## src/rtl/sap_mem_ctrl.sv

```systemverilog
// SAP-style RAM with MAR, registered read port and zero-fill sequencer.
// Define SAP_MEM_CTRL_PARITY_EN to store and check an even-parity bit per word.
module sap_mem_ctrl #(
   parameter int DATA_W = 8,
   parameter int ADDR_W = 4
) (
   input  logic              clock,
   input  logic              reset,
   input  logic              mar_in,
   input  logic              mar_inc,
   input  logic              ram_in,
   input  logic              ram_out,
   input  logic              clear_req,
   input  logic              par_inject,
   input  logic [DATA_W-1:0] bus,
   output logic [ADDR_W-1:0] mar_addr,
   output logic [DATA_W-1:0] bus_out,
   output logic              out_valid,
   output logic              busy,
   output logic              clear_done,
   output logic              parity_err
);
   localparam int DEPTH = 2 ** ADDR_W;
   localparam logic [0:0] IDLE  = 1'b0;
   localparam logic [0:0] CLEAR = 1'b1;

   logic [0:0]        state;
   logic [ADDR_W-1:0] mar;
   logic [ADDR_W-1:0] clr_ptr;
   logic [ADDR_W-1:0] bus_addr;
   logic [DATA_W-1:0] mem [DEPTH];
   logic              idle;

   generate
      if (DATA_W >= ADDR_W) begin : g_addr_slice
         assign bus_addr = bus[ADDR_W-1:0];
      end else begin : g_addr_ext
         assign bus_addr = {{(ADDR_W-DATA_W){1'b0}}, bus};
      end
   endgenerate

   assign idle     = (state == IDLE);
   assign busy     = ~idle;
   assign mar_addr = mar;

   always_ff @(posedge clock) begin
      if (!reset) begin
         state      <= IDLE;
         mar        <= '0;
         clr_ptr    <= '0;
         bus_out    <= '0;
         out_valid  <= 1'b0;
         clear_done <= 1'b0;
      end else begin
         out_valid  <= 1'b0;
         clear_done <= 1'b0;
         unique case (state)
            IDLE: begin
               if (mar_in)
                  mar <= bus_addr;
               else if (mar_inc)
                  mar <= mar + 1'b1;
               if (ram_out) begin
                  bus_out   <= mem[mar];
                  out_valid <= 1'b1;
               end
               if (clear_req) begin
                  state   <= CLEAR;
                  clr_ptr <= '0;
               end
            end
            CLEAR: begin
               clr_ptr <= clr_ptr + 1'b1;
               if (clr_ptr == '1) begin
                  state      <= IDLE;
                  clear_done <= 1'b1;
               end
            end
            default: state <= IDLE;
         endcase
      end
   end

   // Memory is never reset; a reset edge also suppresses any write.
   always_ff @(posedge clock) begin
      if (reset) begin
         if (busy)
            mem[clr_ptr] <= '0;
         else if (ram_in)
            mem[mar] <= bus;
      end
   end

`ifdef SAP_MEM_CTRL_PARITY_EN
   logic par [DEPTH];

   always_ff @(posedge clock) begin
      if (reset) begin
         if (busy)
            par[clr_ptr] <= 1'b0;
         else if (ram_in)
            par[mar] <= (^bus) ^ par_inject;
      end
   end

   always_ff @(posedge clock) begin
      if (!reset)
         parity_err <= 1'b0;
      else
         parity_err <= idle & ram_out & ((^mem[mar]) != par[mar]);
   end
`else
   logic unused_par;
   assign unused_par = par_inject;
   assign parity_err = 1'b0;
`endif
endmodule

```

## config.mk

```make
export PLATFORM = sky130hd
export DESIGN_NAME = sap_mem_ctrl
export DESIGN_NICKNAME = d
export VERILOG_FILES = /design/src/rtl/sap_mem_ctrl.sv
export SDC_FILE = /design/constraint.sdc
export NUM_CORES = 1
export LEC_CHECK = 0
export CAP_MARGIN = 20
export CORE_MARGIN = 2
export CORE_UTILIZATION = 50
export DETAILED_ROUTE_END_ITERATION = 12
export HOLD_SLACK_MARGIN = 0.08
export PLACE_DENSITY = 0.71
export SETUP_SLACK_MARGIN = 0.5
export SKIP_CTS_REPAIR_TIMING = 1
export SYNTH_ARGS = -nofsm -noshare
export SYNTH_HDL_FRONTEND = slang
export SYNTH_SLANG_ARGS = --single-unit
```

## constraint.sdc

```tcl
create_clock -name clock -period 2.11 [get_ports clock]
set_clock_uncertainty 0.2 [all_clocks]
set_input_delay 0.5275 -clock clock [delete_from_list [all_inputs] [get_ports clock]]
set_output_delay 0.5275 -clock clock [all_outputs]
set_load 0.03 [all_outputs]
```

==> flow_summary_export.csv <==
group,metric,value,unit
final_layout,stdcell_count,606,
power,leakage,2.83,nW
synthesis,synth-simple-area-share,6.14,%
global_routing,grtUsageTotal,22.3,%
global_routing,grt_util_met1,29.8,%
synthesis,synthesis.area,5890,sq um
sta,clock.fmax,478,MHz
place,dp.cells,533,
final_layout,area_growth,38.5,%
final_layout,fin_area,8150,sq um
clocking,clockBufferDepth,2,
final_layout,multi_input_area,2000,sq um
sta,finalSetupViolations,0,
clocking,clkLatencyLatePin,420,ps
run_status,status,"finished clean",
setup_path,crit_fanout,8,
synthesis,syn-num-nets,361,
drt,drtIter0Drc,381,
drt,wl_per_cell,26.3,um
drt,dr_total_vias,3704,
place,gp_congestion,0.805,
power,intPower,0.00545,W
die,die-area,12700,sq um
synthesis,ys.flop_type,"edfxtp_1",
drt,postRouteAntennaNets,0,
die,die_width,112,um
sta,fin_crit,2090,ps
drt,drc,0,
synthesis,synth_xor_area_share,0,%
die,initial_utilization,51.3,%
sta,hold_violations,0,
final_layout,utilization,71.1,%
setup_path,critPathLaunch,"busy",
final_layout,layout-drive-gt1-share,48.1,%
synthesis,synth-seq-area-share,71.8,%
min_path,worstHoldStart,"bus_out[7]",
die,core,11500,sq um
synthesis,synth_top_family_by_area,"multiplexers",
power,clockPowerShare,42.7,%
setup_path,reg2reg_from,"busy",
setup_path,cp-end-kind,"flop",
power,vdd_ir_drop_max,515,uV
setup_path,critical_path.slowest_cell,"dfxtp_4",
drt,totalWireLength,16000,um
die,pin_count,32,
setup_path,worstPathRequired,2000,ps
setup_path,path_cells,"and3b_2 > buf_4 > nor3_1 > a21oi_4 > nor2_4",
synthesis,postSynthCellCount,343,
global_routing,busiest_layer,"met2",
synthesis,ys_seq_elements,147,
clocking,clock_sinks,147,
sta,grt_setup_unrepaired,"yes",
synthesis,async_reset_ff_share,0,%
global_routing,met3_usage,7.45,%
clocking,cts_tree,"built",
run,maxCapViolations,0,
setup_path,cpPeakStageDelay,360,ps
synthesis,synth.area.mux_share,14.2,%
die,die_y,112,um
synthesis,synth_fa_ha_area_share,0.425,%
setup_path,cp.arrival,1990,ps
synthesis,yosys_warnings,0,
global_routing,grt_pass1_vias,3432,
clocking,htree_levels,4,
sta,tightest_slew,521,ps
place,dpl_cell_area,6930,sq um
place,hpwlAfterDp,8770,um
sta,fin_crit_sh,99.2,%
power,p_comb_share,11.6,%
global_routing,grt_max_degree,23,
global_routing,grt-ovfl-total,0,
final_layout,seq_area,4260,sq um
synthesis,synth_edf_count,128,
synthesis,ys_types,34,
die,fp-row-count,39,
final_layout,nets,467,
power,seqPwrFrac,45.8,%
final_layout,fill_cells,672,
min_path,hold_class,"reg2reg",
sta,hold_ws,304,ps
drt,post_drt_via_cell_ratio,6.11,
global_routing,antenna_found_initial,0,
power,pwr_density_cell,868,nW/um^2
synthesis,synth_area_per_cell,17.2,sq um
power,p_sw_share,22.9,%
sta,relSlewSlack,65.1,%
clocking,cts_root_buf,"clkbuf_16",
setup_path,worstSetupPathType,"reg2reg",
power,p_sw,0.00162,W
clocking,cts.clk_slew.worst_paths,60,ps
global_routing,grt_pass1_wl,20200,um
global_routing,grtUsageMet2,34.9,%
clocking,numCtsBuffers,17,
drt,drt_pass1_iterations,5,
synthesis,synth_compound_area_share,5.36,%
setup_path,start_kind,"flop",
sta,slew_violations,0,
place,io_buffers,29,
==> cells in the final DEF, fill, tap and decap left out, types with 3 or more instances in the layout <==
| cell type | n |
|---|---|
| edfxtp_1 | 128 |
| buf_4 | 45 |
| mux4_2 | 25 |
| clkbuf_16 | 20 |
| buf_6 | 18 |
| and2_4 | 17 |
| nor2_4 | 16 |
| mux2i_1 | 16 |
| buf_12 | 14 |
| clkdlybuf4s50_1 | 12 |
| nand2_1 | 11 |
| nor2_1 | 11 |
| dfxtp_2 | 10 |
| a22oi_2 | 8 |
| a22oi_1 | 8 |
| a21oi_1 | 7 |
| o211ai_1 | 7 |
| clkinv_1 | 6 |
| mux2_4 | 6 |
| dfxtp_4 | 5 |
| inv_1 | 4 |
| dfxtp_1 | 4 |
| buf_8 | 4 |
| a21oi_4 | 3 |
| nor3b_4 | 3 |
| nor3b_1 | 3 |
| mux2_2 | 3 |
| bufinv_16 | 3 |
| clkinvlp_4 | 3 |
| dlymetal6s2s_1 | 3 |
==> kinds of logic after synthesis <==
kind of cell,after synthesis
other,1
muxes,51
adders and majority gates,2
AOI/OAI and AO/OA,46
and+or+nand+nor,71
DFF,147
buffers and inverters,25
==> sequential cells by signal (all words and copies together) (netlist names) <==
name,cells
mem,128
bus_out,8
clr_ptr,4
mar_addr,4
busy,1
clear_done,1
out_valid,1
==> Yosys cell counts (3+ instances only) <==
master      n  area (sq um)
nand2_1    12          45.0
edfxtp_1  128          3840
mux2_2      9           101
nor2_1     27           101
mux2i_1    17           170
mux4_2     25           563
buf_2      10          50.1
nor3b_1     7          52.6
and2_1     11          68.8
dfxtp_1    19           380
buf_4       4          30.0
clkbuf_1    4          15.0
a21oi_1    11          55.1
and3b_1     3          26.3
o211ai_1    7          52.6
o21ai_0     3          15.0
inv_1       4          15.0
a22oi_1    16           120
nor3_1      3          15.0
nor2b_1     3          18.8
==> layer usage <==
metal / wire length (um) / share of wire, % / up-vias
met5: 0 / 0 / -
met1: 6470 / 41 / 1907
li1: - / - / 1584
met4: 464 / 2.9 / 0
met3: 1150 / 7.2 / 35
met2: 7880 / 49 / 178
==> power by group through the flow <==
| stage | combinational [W] | sequential [W] | clock (W) |
|---|---|---|---|
| 2_1_floorplan | 0.000356 | 0.00333 | 0 |
| 3_3_place_gp | 0.000608 | 0.00329 | 0 |
| 3_5_place_dp | 0.000618 | 0.00330 | 0 |
| 4_1_cts | 0.000623 | 0.00324 | 0.00301 |
| 5_1_grt | 0.000856 | 0.00324 | 0.00316 |
| 6_report | 0.000818 | 0.00324 | 0.00302 |
==> area by class of cell <==
| cell class | count | area share [%] |
|---|---|---|
| antenna | 1 | 0.0307 |
| clock buffer | 17 | 5.22 |
| clock inverter | 15 | 2.00 |
| inverter | 5 | 0.230 |
| multi-input combinational | 179 | 24.5 |
| sequential | 147 | 52.2 |
| tap | 143 | 2.19 |
| timing repair buffer | 99 | 13.7 |
==> path summary, 6_finish.rpt <==
path	endpoint	slack, ps	cells after the start
worst max-delay path	mem[0][3]	20	5
worst min-delay path	bus_out[7]	300	2
worst max register to register	mem[0][3]	20	5
worst min register to register	bus_out[7]	300	2
==> critical path: cells and delay by family, from the launching register on <==
kind / cells / cell delay, ps
simple gates: 3 / 880
compound gates: 1 / 150
buf+inv: 1 / 160
flops: 1 / 360
==> through the flow <==
stage / power, W / worst slack [ps] / setup TNS [ps]
2_1_floorplan: 0.00368 / 75.1 / 0
3_3_place_gp: 0.00390 / -499 / -74490
3_5_place_dp: 0.00391 / -578 / -83590
4_1_cts: 0.00687 / -268 / -8370
5_1_grt: 0.00726 / -25.1 / -435
6_report: 0.00708 / 15.9 / 0
No activity file was read; power rests on OpenSTA's default activity.
